### config.mk
export PLATFORM = sky130hd
export DESIGN_NAME = fifo_reader
export DESIGN_NICKNAME = d
export VERILOG_FILES = /design/src/rtl/fifo_reader_pkg.sv /design/src/rtl/fifo_reader_skid.sv /design/src/rtl/fifo_reader.sv
export SDC_FILE = /design/constraint.sdc
export NUM_CORES = 1
export LEC_CHECK = 0
export CORE_MARGIN = 3
export CORE_UTILIZATION = 51
export DETAILED_ROUTE_END_ITERATION = 8
export PLACE_DENSITY = 0.8
export SLEW_MARGIN = 0
export SYNTH_ARGS = -nofsm -noshare
export SYNTH_HDL_FRONTEND = slang
export SYNTH_SLANG_ARGS = --single-unit
### constraint.sdc
create_clock -name CLK_RD -period 3.46 [get_ports CLK_RD]
set_clock_uncertainty 0.05 [all_clocks]
set_input_delay 0.692 -clock CLK_RD [delete_from_list [all_inputs] [get_ports CLK_RD]]
set_output_delay 0.692 -clock CLK_RD [all_outputs]
set_load 0.01 [all_outputs]
### src/rtl/fifo_reader_pkg.sv
// fifo_reader_pkg: shared state encoding and default widths for the FIFO reader.
package fifo_reader_pkg;

  localparam int DEF_DATA_WIDTH = 32;
  localparam int DEF_CNT_WIDTH  = 16;

  typedef enum logic [1:0] {
    IDLE = 2'd0,
    RUN  = 2'd1,
    STOP = 2'd2
  } state_e;

endpackage

### src/rtl/fifo_reader_skid.sv
// fifo_reader_skid: 2-entry in-order buffer between the FIFO read port and the
// output stream. Entry 0 is always the oldest word and drives data_o directly,
// so the output holds stable while it waits for the consumer.
module fifo_reader_skid
  import fifo_reader_pkg::*;
#(
  parameter int DATA_WIDTH = DEF_DATA_WIDTH
) (
  input  logic                  clk_i,
  input  logic                  rst_ni,
  input  logic                  push_i,
  input  logic [DATA_WIDTH-1:0] din_i,
  input  logic                  pop_i,
  output logic                  valid_o,
  output logic [DATA_WIDTH-1:0] data_o,
  output logic [1:0]            count_o
);

  logic [DATA_WIDTH-1:0] ent0_q, ent1_q;
  logic [1:0]            cnt_q;

  // Shift/fill the two entries; push+pop together keeps occupancy unchanged.
  // The issue logic upstream never pushes into a full buffer without a pop.
  always_ff @(posedge clk_i or negedge rst_ni) begin
    if (!rst_ni) begin
      ent0_q <= '0;
      ent1_q <= '0;
      cnt_q  <= 2'd0;
    end else begin
      case ({push_i, pop_i})
        2'b10: begin
          if (cnt_q == 2'd0) ent0_q <= din_i;
          else               ent1_q <= din_i;
          cnt_q <= cnt_q + 2'd1;
        end
        2'b01: begin
          ent0_q <= ent1_q;
          cnt_q  <= cnt_q - 2'd1;
        end
        2'b11: begin
          if (cnt_q == 2'd1) begin
            ent0_q <= din_i;
          end else begin
            ent0_q <= ent1_q;
            ent1_q <= din_i;
          end
        end
        default: ;
      endcase
    end
  end

  assign valid_o = (cnt_q != 2'd0);
  assign data_o  = ent0_q;
  assign count_o = cnt_q;

endmodule

### src/rtl/fifo_reader.sv
// fifo_reader: drains a FIFO read port (1-cycle read latency) into a
// valid/ready stream through a 2-entry skid buffer, under an IDLE/RUN/STOP FSM.
// Optional feature macro: FIFO_READER_CHECKSUM_EN adds a running-XOR checksum
// output over all transferred words.
module fifo_reader
  import fifo_reader_pkg::*;
#(
  parameter int DATA_WIDTH = DEF_DATA_WIDTH,
  parameter int CNT_WIDTH  = DEF_CNT_WIDTH
) (
  input  logic                  CLK_RD,
  input  logic                  reset,
  input  logic                  enable,
  input  logic                  empty,
  input  logic                  rd_rdy,
  input  logic [DATA_WIDTH-1:0] dout,
  output logic                  rd_en,
  output logic                  m_valid,
  output logic [DATA_WIDTH-1:0] m_data,
  input  logic                  m_ready,
  output logic                  busy,
  output logic [CNT_WIDTH-1:0]  word_count
`ifdef FIFO_READER_CHECKSUM_EN
  ,
  output logic [DATA_WIDTH-1:0] checksum
`endif
);

  logic [1:0]           rst_sync_q;
  logic                 rst_n;
  state_e               state_q;
  logic                 rd_inflight_q;
  logic [CNT_WIDTH-1:0] word_count_q;
  logic [1:0]           buf_cnt;
  logic                 xfer;
  logic [2:0]           pending;

  // Reset asserts asynchronously, releases two edges later.
  always_ff @(posedge CLK_RD or negedge reset) begin
    if (!reset) rst_sync_q <= 2'b00;
    else        rst_sync_q <= {rst_sync_q[0], 1'b1};
  end

  assign rst_n = rst_sync_q[1];

  assign xfer = m_valid && m_ready;

  // Occupancy seen by the issue logic counts the word leaving this cycle as
  // already gone; otherwise the read pipe bubbles and cannot sustain 1/cycle.
  assign pending = 3'(buf_cnt) + 3'(rd_inflight_q) - 3'(xfer);
  assign rd_en   = (state_q == RUN) && !empty && (pending < 3'd2);

  // Control FSM; STOP only retires once nothing is in flight or buffered.
  always_ff @(posedge CLK_RD or negedge rst_n) begin
    if (!rst_n) begin
      state_q <= IDLE;
    end else begin
      case (state_q)
        IDLE: if (enable) state_q <= RUN;
        RUN:  if (!enable) state_q <= STOP;
        STOP: begin
          if (enable)                                      state_q <= RUN;
          else if (!rd_inflight_q && (buf_cnt == 2'd0))    state_q <= IDLE;
        end
        default: state_q <= IDLE;
      endcase
    end
  end

  // An accepted read returns data on the next edge.
  always_ff @(posedge CLK_RD or negedge rst_n) begin
    if (!rst_n) rd_inflight_q <= 1'b0;
    else        rd_inflight_q <= rd_en && rd_rdy;
  end

  // Delivered-word counter, wraps naturally.
  always_ff @(posedge CLK_RD or negedge rst_n) begin
    if (!rst_n)    word_count_q <= '0;
    else if (xfer) word_count_q <= word_count_q + 1'b1;
  end

  fifo_reader_skid #(
    .DATA_WIDTH (DATA_WIDTH)
  ) u_skid (
    .clk_i   (CLK_RD),
    .rst_ni  (rst_n),
    .push_i  (rd_inflight_q),
    .din_i   (dout),
    .pop_i   (xfer),
    .valid_o (m_valid),
    .data_o  (m_data),
    .count_o (buf_cnt)
  );

  assign busy       = (state_q != IDLE);
  assign word_count = word_count_q;

`ifdef FIFO_READER_CHECKSUM_EN
  logic [DATA_WIDTH-1:0] cks_q;

  // Running XOR of every word handed downstream.
  always_ff @(posedge CLK_RD or negedge rst_n) begin
    if (!rst_n)    cks_q <= '0;
    else if (xfer) cks_q <= cks_q ^ m_data;
  end

  assign checksum = cks_q;
`endif

endmodule

# After elaboration in Yosys (flattened, before gate mapping)

Index checks and enable logic that the tools add are counted.

Eq/ne operators: 12
Mux-type cells: 12
Order comparisons: 1
Add/sub/neg operators: 5
Reduce and logical (&&, ||, !) cells: 17

Operators with widths:

| cell                                               | count |
|---|---|
| two-way mux 32 bit                                 | 4 |
| case mux 32 bit (3 select lines)                   | 1 |
| case mux 32 bit (2 select lines)                   | 1 |
| adder 16 x 1 -> 16 bit, second input constant      | 1 |
| != test 2 bit, second input constant               | 5 |
| two-way mux 2 bit                                  | 4 |
| nonzero test 2 bit                                 | 4 |
| == test 2 x 1 -> 1 bit, second input constant      | 3 |
| == test 2 bit, second input constant               | 3 |
| case mux 2 bit (3 select lines)                    | 1 |
| AND reduction 3 bit                                | 2 |
| logical AND 1 bit                                  | 5 |
| logical NOT 2 bit                                  | 2 |
| case mux 2 bit (2 select lines)                    | 1 |
| adder 2 x 1 -> 3 bit                               | 1 |
| < comparator 3 x 2 -> 1 bit, second input constant | 1 |
| != test 3 bit, second input constant               | 1 |
| nonzero test 3 bit                                 | 1 |
| subtractor 3 x 1 -> 3 bit                          | 1 |
| adder 2 x 1 -> 2 bit, second input constant        | 1 |
| logical NOT 1 bit                                  | 2 |
| AND reduction 2 bit                                | 1 |
| subtractor 2 x 1 -> 2 bit, second input constant   | 1 |

Input bits: 38
Word-level logic and storage cells: 54
Register bits: 87

# Longest topological paths before layout

Gate-level depths: netlist of run 1.

Depth in word-level cells: 6
Gate-level depth with buffers: 10
Mapped depth without buffers: 9

# Modules after synthesis

Synthesis of run 1 repeated with hierarchy kept, for this count alone.

Cell total of the unflattened synthesis: 350
Area, all modules: 4,041.4 um^2

By module, submodules not included:

| module           | instances | sequential area each (um^2) | area an instance (um^2) | cells each |
|---|---|---|---|---|
| fifo_reader_skid | 1         | 1,651.6                     | 3,109.2                 | 274 |
| fifo_reader      | 1         | 525.5                       | 932.1                   | 76 |

# Worst setup path before layout of run 1

No wires, ideal clock.

Path type: register -> output
Start: register u_skid.cnt_q[1] (netlist: u_skid.count_o[1])
End: output port rd_en
Setup slack: 218 ps
Arrival: 2,500 ps
Buffers on the path: 1
Cell stages (with the launch flop): 10
Cell sequence: dfrtp_1 inv_1 ha_1 buf_2 nand2b_2 nor2_1 o21ai_0 fa_1 xor2_1 nor4b_1

Word-level cells in the longest chain between the ends: 5
Elaborated cells between the ends (all ways): 6

Ends and longest elaborated chain:

| item                                                                         | line                   | source |
|---|---|---|
| start, declared                                                              | fifo_reader_skid.sv:20 | `logic [1:0] cnt_q;` |
| start signal, assigned                                                       | fifo_reader_skid.sv:34 | `cnt_q <= cnt_q + 2'd1;` |
| start signal, assigned                                                       | fifo_reader_skid.sv:38 | `cnt_q <= cnt_q - 2'd1;` |
| parallel branches: the longest is 2 deep, another holds adder 2 x 1 -> 3 bit | --                     |  |
| subtractor 3 x 1 -> 3 bit (*)                                                | fifo_reader.sv:50      | `assign pending = 3'(buf_cnt) + 3'(rd_inflight_q) - 3'(xfer);` |
| < comparator 3 x 2 -> 1 bit (*)                                              | fifo_reader.sv:51      | `assign rd_en = (state_q == RUN) && !empty && (pending < 3'd2);` |
| logical AND 1 bit (*)                                                        | fifo_reader.sv:51      |  |
| end, declared                                                                | fifo_reader.sv:17      | `output logic rd_en,` |

Mark *: on every way between the ends.

# Worst setup path after layout of run 1

Start: register u_skid.cnt_q[0] (netlist: u_skid.count_o[0])
End: output port rd_en

Same word-level chain as after synthesis.

==> impl_metrics.yaml, run 1 <==
status:
  status: "completed"
logic_synthesis:
  synthDistinctLibCells: 42
  synth_fa_ha_area_share_pct: 1.332
  synth_async_sr_flop_share_pct: 100.0
  yosys.area_share.simple_pct: 13.72
  synth-seq-cells: 87
  ys_warn_count: 0
  syn_area_mm2: 0.004322
  syn_nets: 428
  synth_xor_area_share_pct: 3.445
  synth-edff-count: 0
  synth_top_family_by_area: "multiplexers"
  ys_seq_area_share_pct: 50.38
  syn-instance-count: 386
  syn_avg_cell_area_um2: 11.20
  synth.area.mux_share_pct: 15.75
  synth_top_flop_cell: "dfrtp_1"
  synth-compound-area-share_pct: 11.09
setup_path:
  timing.rr.end: "u_skid.data_o[11]"
  cp_slowest_cell: "fa_1"
  worst-path-buf-inv: 2
  required_ps: 2720
  path_class: "register to output pin"
  path_cells: "inv_1, ha_2, nand2b_2, nor2_1, o21ai_0, fa_1, xor2_1, nor4b_2, clkbuf_2"
  crit_path_end_kind: "output pin"
  cp.arrival_ps: 2500
  worst_setup_path_start_kind: "register"
  worst_r2r_path_depth: 6
  crit_family: "adder cells"
  critical_path.max_fanout: 4
  slowest_delay_ps: 400
  r2r_start: "u_skid.count_o[0]"
  rrSetupSlack_ps: 1110
layout:
  fill_cells: 602
  final_nets: 508
  fin_area_mm2: 0.005480
  syn_to_final_growth_pct: 26.81
  diodes: 0
  drive_gt1_share_pct: 14.86
drt:
  drcViolationCount: 0
  drt-total-wl_um: 9729
  viasPerCell: 5.787
  wire_per_inst_um: 16.98
  first_pass_iters: 4
  drt_iter0_drc: 199
  dr_total_vias: 3316
  antenna_left: 0
grt:
  grt_pass1_vias: 3372
  overflow: 0
  antenna_found_initial: 0
  grt_first_pass_wirelength_um: 16510
  grt_max_degree: 86
  grt.total_usage_pct: 20.71
placed_design:
  gp_congestion: 0.7942
  hpwl_um: 6137
  place_area_mm2: 0.005246
  port_buffers: 88
sta:
  clock.fmax_mhz: 308.1
  grt_setup_unrepaired: "false"
  slew_viol_final: 0
  tns_ps: 0
  tightest_slew_ps: 1095
  slew_headroom_pct: 26.99
  finalHoldViolCount: 0
  min_period_ps: 3245
  setup_viol_count_final: 0
  fin_crit_sh_pct: 93.79
floorplanning:
  fp.dieW_um: 98.06
  die_h_um: 98.06
  rows: 32
  initial_core_util_pct: 54.24
  pin_count: 89
  core_area_mm2: 0.007968
  dieArea_mm2: 0.009615
power:
  p_leak_nw: 2.320
  ir_drop_v: 0.0004791
  power_density_mw_per_mm2: 840.0
clock_network:
  cts.htree.levels: 3
  cts_buffer_depth: 2
  post_cts_resized: 1
  cts_tree: "yes"
  clock_latency_ps: 340
  root_buffer: "clkbuf_8"
  cts_inserted_buffers: 9
  path_clk_slew_ps: 90
  cts_sinks: 87
  cts_setup_buffers: 0
  hold_buffers: 0
min_path:
  hold_path.class: "register to register"
  holdPathEnd: "rst_sync_q[1]"
  worst_hold_path.num_cells: 0
  worstHoldStart: "rst_sync_q[0]"
job:
  max_cap_violations: 0
## worst register-to-register path, cell delays in order, from the launching register on
cell and delay [ps]:
dfrtp_1 410, inv_1 100, ha_2 210, buf_4 440, or2_2 680, nor2_1 90
a221oi_1 260
## metrics by stage
step	util (%)	std cells	setup WS, ps	power (W)	hold slack (ps)
2_1_floorplan	-	386	218.0	0.002988	281.2
3_3_place_gp	65.84	557	80.04	0.003724	292.5
3_5_place_dp	65.84	557	8.508	0.003819	291.1
4_1_cts	68.75	573	21.88	0.004643	319.0
5_1_grt	68.78	573	16.66	0.004937	330.4
6_report	68.78	573	214.8	0.004603	316.8
## layout by cell type (no fill, tap or decap), drive strengths merged, types with 5 or more instances in the layout
master / instances
dfrtp: 87
clkdlybuf4s50: 86
nor2: 40
o21ai: 33
or3: 32
mux2i: 32
a221oi: 32
mux2: 32
clkbuf: 13
nand2: 12
buf: 11
xnor2: 10
xor2: 7
nand3: 6
inv: 5
## how the worst max path moves through the flow
stage                 startpoint  endpoint  slack, ps  depth (start not counted)
2_1_floorplan  u_skid.count_o[1]     rd_en        220                          9
5_1_grt        u_skid.count_o[0]     rd_en         20                          9
4_1_cts        u_skid.count_o[0]     rd_en         20                          9
3_5_place_dp             m_ready     rd_en          9                          8
3_3_place_gp             m_ready     rd_en         80                          8
6_report       u_skid.count_o[0]     rd_en        210                          9
## cells in the mapped netlist (2+ instances only)
master | instances | area, um2
clkbuf_1 | 11 | 41.29
or3_1 | 32 | 200.2
ha_1 | 3 | 37.54
mux2i_1 | 32 | 320.3
and2_1 | 3 | 18.77
dfrtp_1 | 87 | 2177
inv_1 | 4 | 15.01
nor2_1 | 40 | 150.1
o21ai_0 | 33 | 165.2
and3_1 | 3 | 18.77
buf_2 | 9 | 45.04
xor2_1 | 7 | 61.31
clkbuf_4 | 2 | 15.01
nand2_1 | 12 | 45.04
xnor2_1 | 10 | 87.58
buf_6 | 3 | 33.78
mux2_2 | 31 | 349.1
buf_4 | 3 | 22.52
or2_2 | 2 | 12.51
nand3_1 | 6 | 30.03
a221oi_1 | 32 | 280.3
## where the power goes
part | total [W] | internal, W | switching (W)
clock network | 0.000802 | 0.000450 | 0.000353
registers | 0.00174 | 0.00143 | 0.000309
logic | 0.00206 | 0.00115 | 0.000911
total | 0.00460 | 0.00303 | 0.00157
## logic make-up after synthesis
logic type	Yosys count
and+or+nand+nor	109
buffers and inverters	34
xor gates and xnor gates	17
muxes	64
adders and majority gates	4
AOI/OAI and AO/OA	70
DFF	87
other	1
## state kept, by name, summed over array words and instances, names as in the netlist
register / flops
u_skid.ent1_q: 32
u_skid.data_o: 32
state_q: 2
rd_inflight_q: 1
u_skid.count_o: 2
rst_sync_q: 2
word_count: 16
## area by class of cell
class | instances | area, um2 | area share (%)
Clock inverter | 4 | 77.57 | 1.416
Clock buffer | 12 | 155.1 | 2.831
Multi-Input combinational cell | 265 | 1973 | 36.00
Tap cell | 102 | 127.6 | 2.329
Sequential cell | 87 | 2182 | 39.82
Inverter | 5 | 18.77 | 0.3425
Timing Repair Buffer | 98 | 945.9 | 17.26
## metal layers
layer / part of all wire (%) / up-vias / track usage [%]
met5: 0 / - / 0
met4: 0.72 / 0 / 5.112
met3: 4.9 / 9 / 3.857
met2: 49 / 81 / 34.35
met1: 46 / 1659 / 28.30
li1: - / 1567 / -
Power figures use the tool's default switching activity.
==> run 2, diff against run 1 <==
--- a/config.mk
+++ b/config.mk
@@ -8,7 +8,7 @@
 export CORE_MARGIN = 3
 export CORE_UTILIZATION = 51
 export DETAILED_ROUTE_END_ITERATION = 8
-export PLACE_DENSITY = 0.8
+export PLACE_DENSITY = 0.83
 export SLEW_MARGIN = 0
 export SYNTH_ARGS = -nofsm -noshare
 export SYNTH_HDL_FRONTEND = slang
==> run 2 against run 1 <==
  * Clock power fell by 3.2%
  * Final area shrank 0.32%
  * Fmax up 0.66%
  * Setup slack improved by 21 ps
  * Sequential cell count did not move
  * Largest cell class unchanged
  * Non-clock buffer count unchanged
  * Die area unchanged
  * Critical path type unchanged
==> impl_metrics.yaml, run 2 (synthesis gave the netlist of run 1 again) <==
drt:
  viasPerCell: 5.951
  drt-total-wl_um: 10040
  wire_per_inst_um: 17.51
  drt_iter0_drc: 113
  first_pass_iters: 5
  antenna_left: 0
  drcViolationCount: 0
  dr_total_vias: 3410
grt:
  grt_max_degree: 86
  overflow: 0
  grt.total_usage_pct: 20.97
  antenna_found_initial: 0
  grt_pass1_vias: 3453
  grt_first_pass_wirelength_um: 16640
floorplanning:
  fp.dieW_um: 98.06
  rows: 32
  core_area_mm2: 0.007968
  initial_core_util_pct: 54.24
  pin_count: 89
  die_h_um: 98.06
  dieArea_mm2: 0.009615
min_path:
  hold_path.class: "register to register"
  worst_hold_path.num_cells: 0
power:
  fin_total_pwr_w: 0.004594
  ir_drop_v: 0.0004330
  power_density_mw_per_mm2: 840.9
  p_leak_nw: 2.313
setup_path:
  cp.arrival_ps: 2480
  crit_path_end_kind: "output pin"
  required_ps: 2720
  path_class: "register to output pin"
  critical_path.max_fanout: 4
  worst_setup_path_start_kind: "register"
  worst_r2r_path_depth: 6
clock_network:
  root_buffer: "clkbuf_8"
  clock_latency_ps: 350
  cts.htree.levels: 3
  cts_setup_buffers: 0
  cts_inserted_buffers: 9
  cts_tree: "yes"
  cts_sinks: 87
  path_clk_slew_ps: 90
  cts_buffer_depth: 2
sta:
  min_period_ps: 3224
  fin_crit_sh_pct: 93.18
  slew_headroom_pct: 26.14
  slew_viol_final: 0
  setup_ws_ps: 236.0
  clock.fmax_mhz: 310.2
  finalHoldViolCount: 0
  grt_setup_unrepaired: "false"
  setup_viol_count_final: 0
  tightest_slew_ps: 1108
placed_design:
  port_buffers: 88
  post-place-ws_ps: -47.11
  gp_congestion: 0.8299
  hpwl_um: 6356
status:
  status: "completed"
layout:
  drive_gt1_share_pct: 14.65
  final_nets: 508
  diodes: 0
  final_cell_mix: "clkdlybuf4s50_1 (86), dfrtp_1 (85), nor2_1 (40), o21ai_0 (33)"
  fill_cells: 597
  syn_to_final_growth_pct: 26.40
  layout_commonest_cell: "clkdlybuf4s50_1"
job:
  max_cap_violations: 0
[run 2: cell counts in the layout (fill, tap and decap cells not counted)]
Identical to the previous run, type by type.
[run 2: path summary, 6_finish.rpt]
check	slack [ps]	start	end
max in group asynchronous	2070	rst_sync_q[1]	rd_inflight_q
setup reg to reg	1090	u_skid.count_o[0]	u_skid.data_o[10]
hold reg to reg	320	rst_sync_q[0]	rst_sync_q[1]
min in group asynchronous	440	reset	rst_sync_q[1]
setup / recovery	240	u_skid.count_o[0]	rd_en
hold / removal	320	rst_sync_q[0]	rst_sync_q[1]
[run 2: layout make-up]
type                    count  area [um2]  share of cell area, %
clock buffers              12       145.1                  2.657
clock inverters             4       70.07                  1.283
inverters                   5       18.77                 0.3436
multi-input cells         265        1973                  36.12
flip-flops and latches     87        2182                  39.94
well taps                 102       127.6                  2.336
repair buffers             98       945.9                  17.32
[run 2: per-layer routing]
layer  share of wire, %  GRT usage [%]
met1                 45          28.09
met2                 49          34.45
met3                5.0          3.929
met4                1.3          7.029
met5                  0              0
[run 2: where the power goes]
group          switching (W)  leakage, nW  internal (W)
Sequential          0.000320         1.08       0.00143
Combinational       0.000916         1.12       0.00115
Clock               0.000351        0.110      0.000425
Total                0.00159         2.31       0.00301
[run 2: through the flow]
step	TNS [ps]	cell area [um2]	utilization [%]	hold WS, ps	instances
floorplan	0	4322	-	281.2	386
global placement	0	5246	65.84	292.5	557
detailed placement	-47.11	5246	65.84	291.7	557
CTS	0	5466	68.61	322.3	573
global route	0	5463	68.56	334.4	573
finish	0	5463	68.56	318.6	573
[run 2: critical path, stage by stage, from the launching register on]
cell,delay [ps]
dfrtp_1,380
inv_1,70
ha_2,210
nand2b_2,180
nor2_1,120
o21ai_0,140
fa_1,400
xor2_1,160
nor4b_2,300
clkbuf_2,190
[run 2: timing repair]
action,CTS,global route
hold buffers,0,0
setup endpoints to repair,1,1
gates resized for setup,2,2
==> run 3, diff against run 2 <==
--- a/config.mk
+++ b/config.mk
@@ -7,6 +7,7 @@
 export LEC_CHECK = 0
 export CORE_MARGIN = 3
 export CORE_UTILIZATION = 51
+export CTS_CLUSTER_SIZE = 12
 export DETAILED_ROUTE_END_ITERATION = 8
 export PLACE_DENSITY = 0.83
 export SLEW_MARGIN = 0
==> results of run 3 <==
The final DEF is identical to that of run 2; final timing and power are the same.
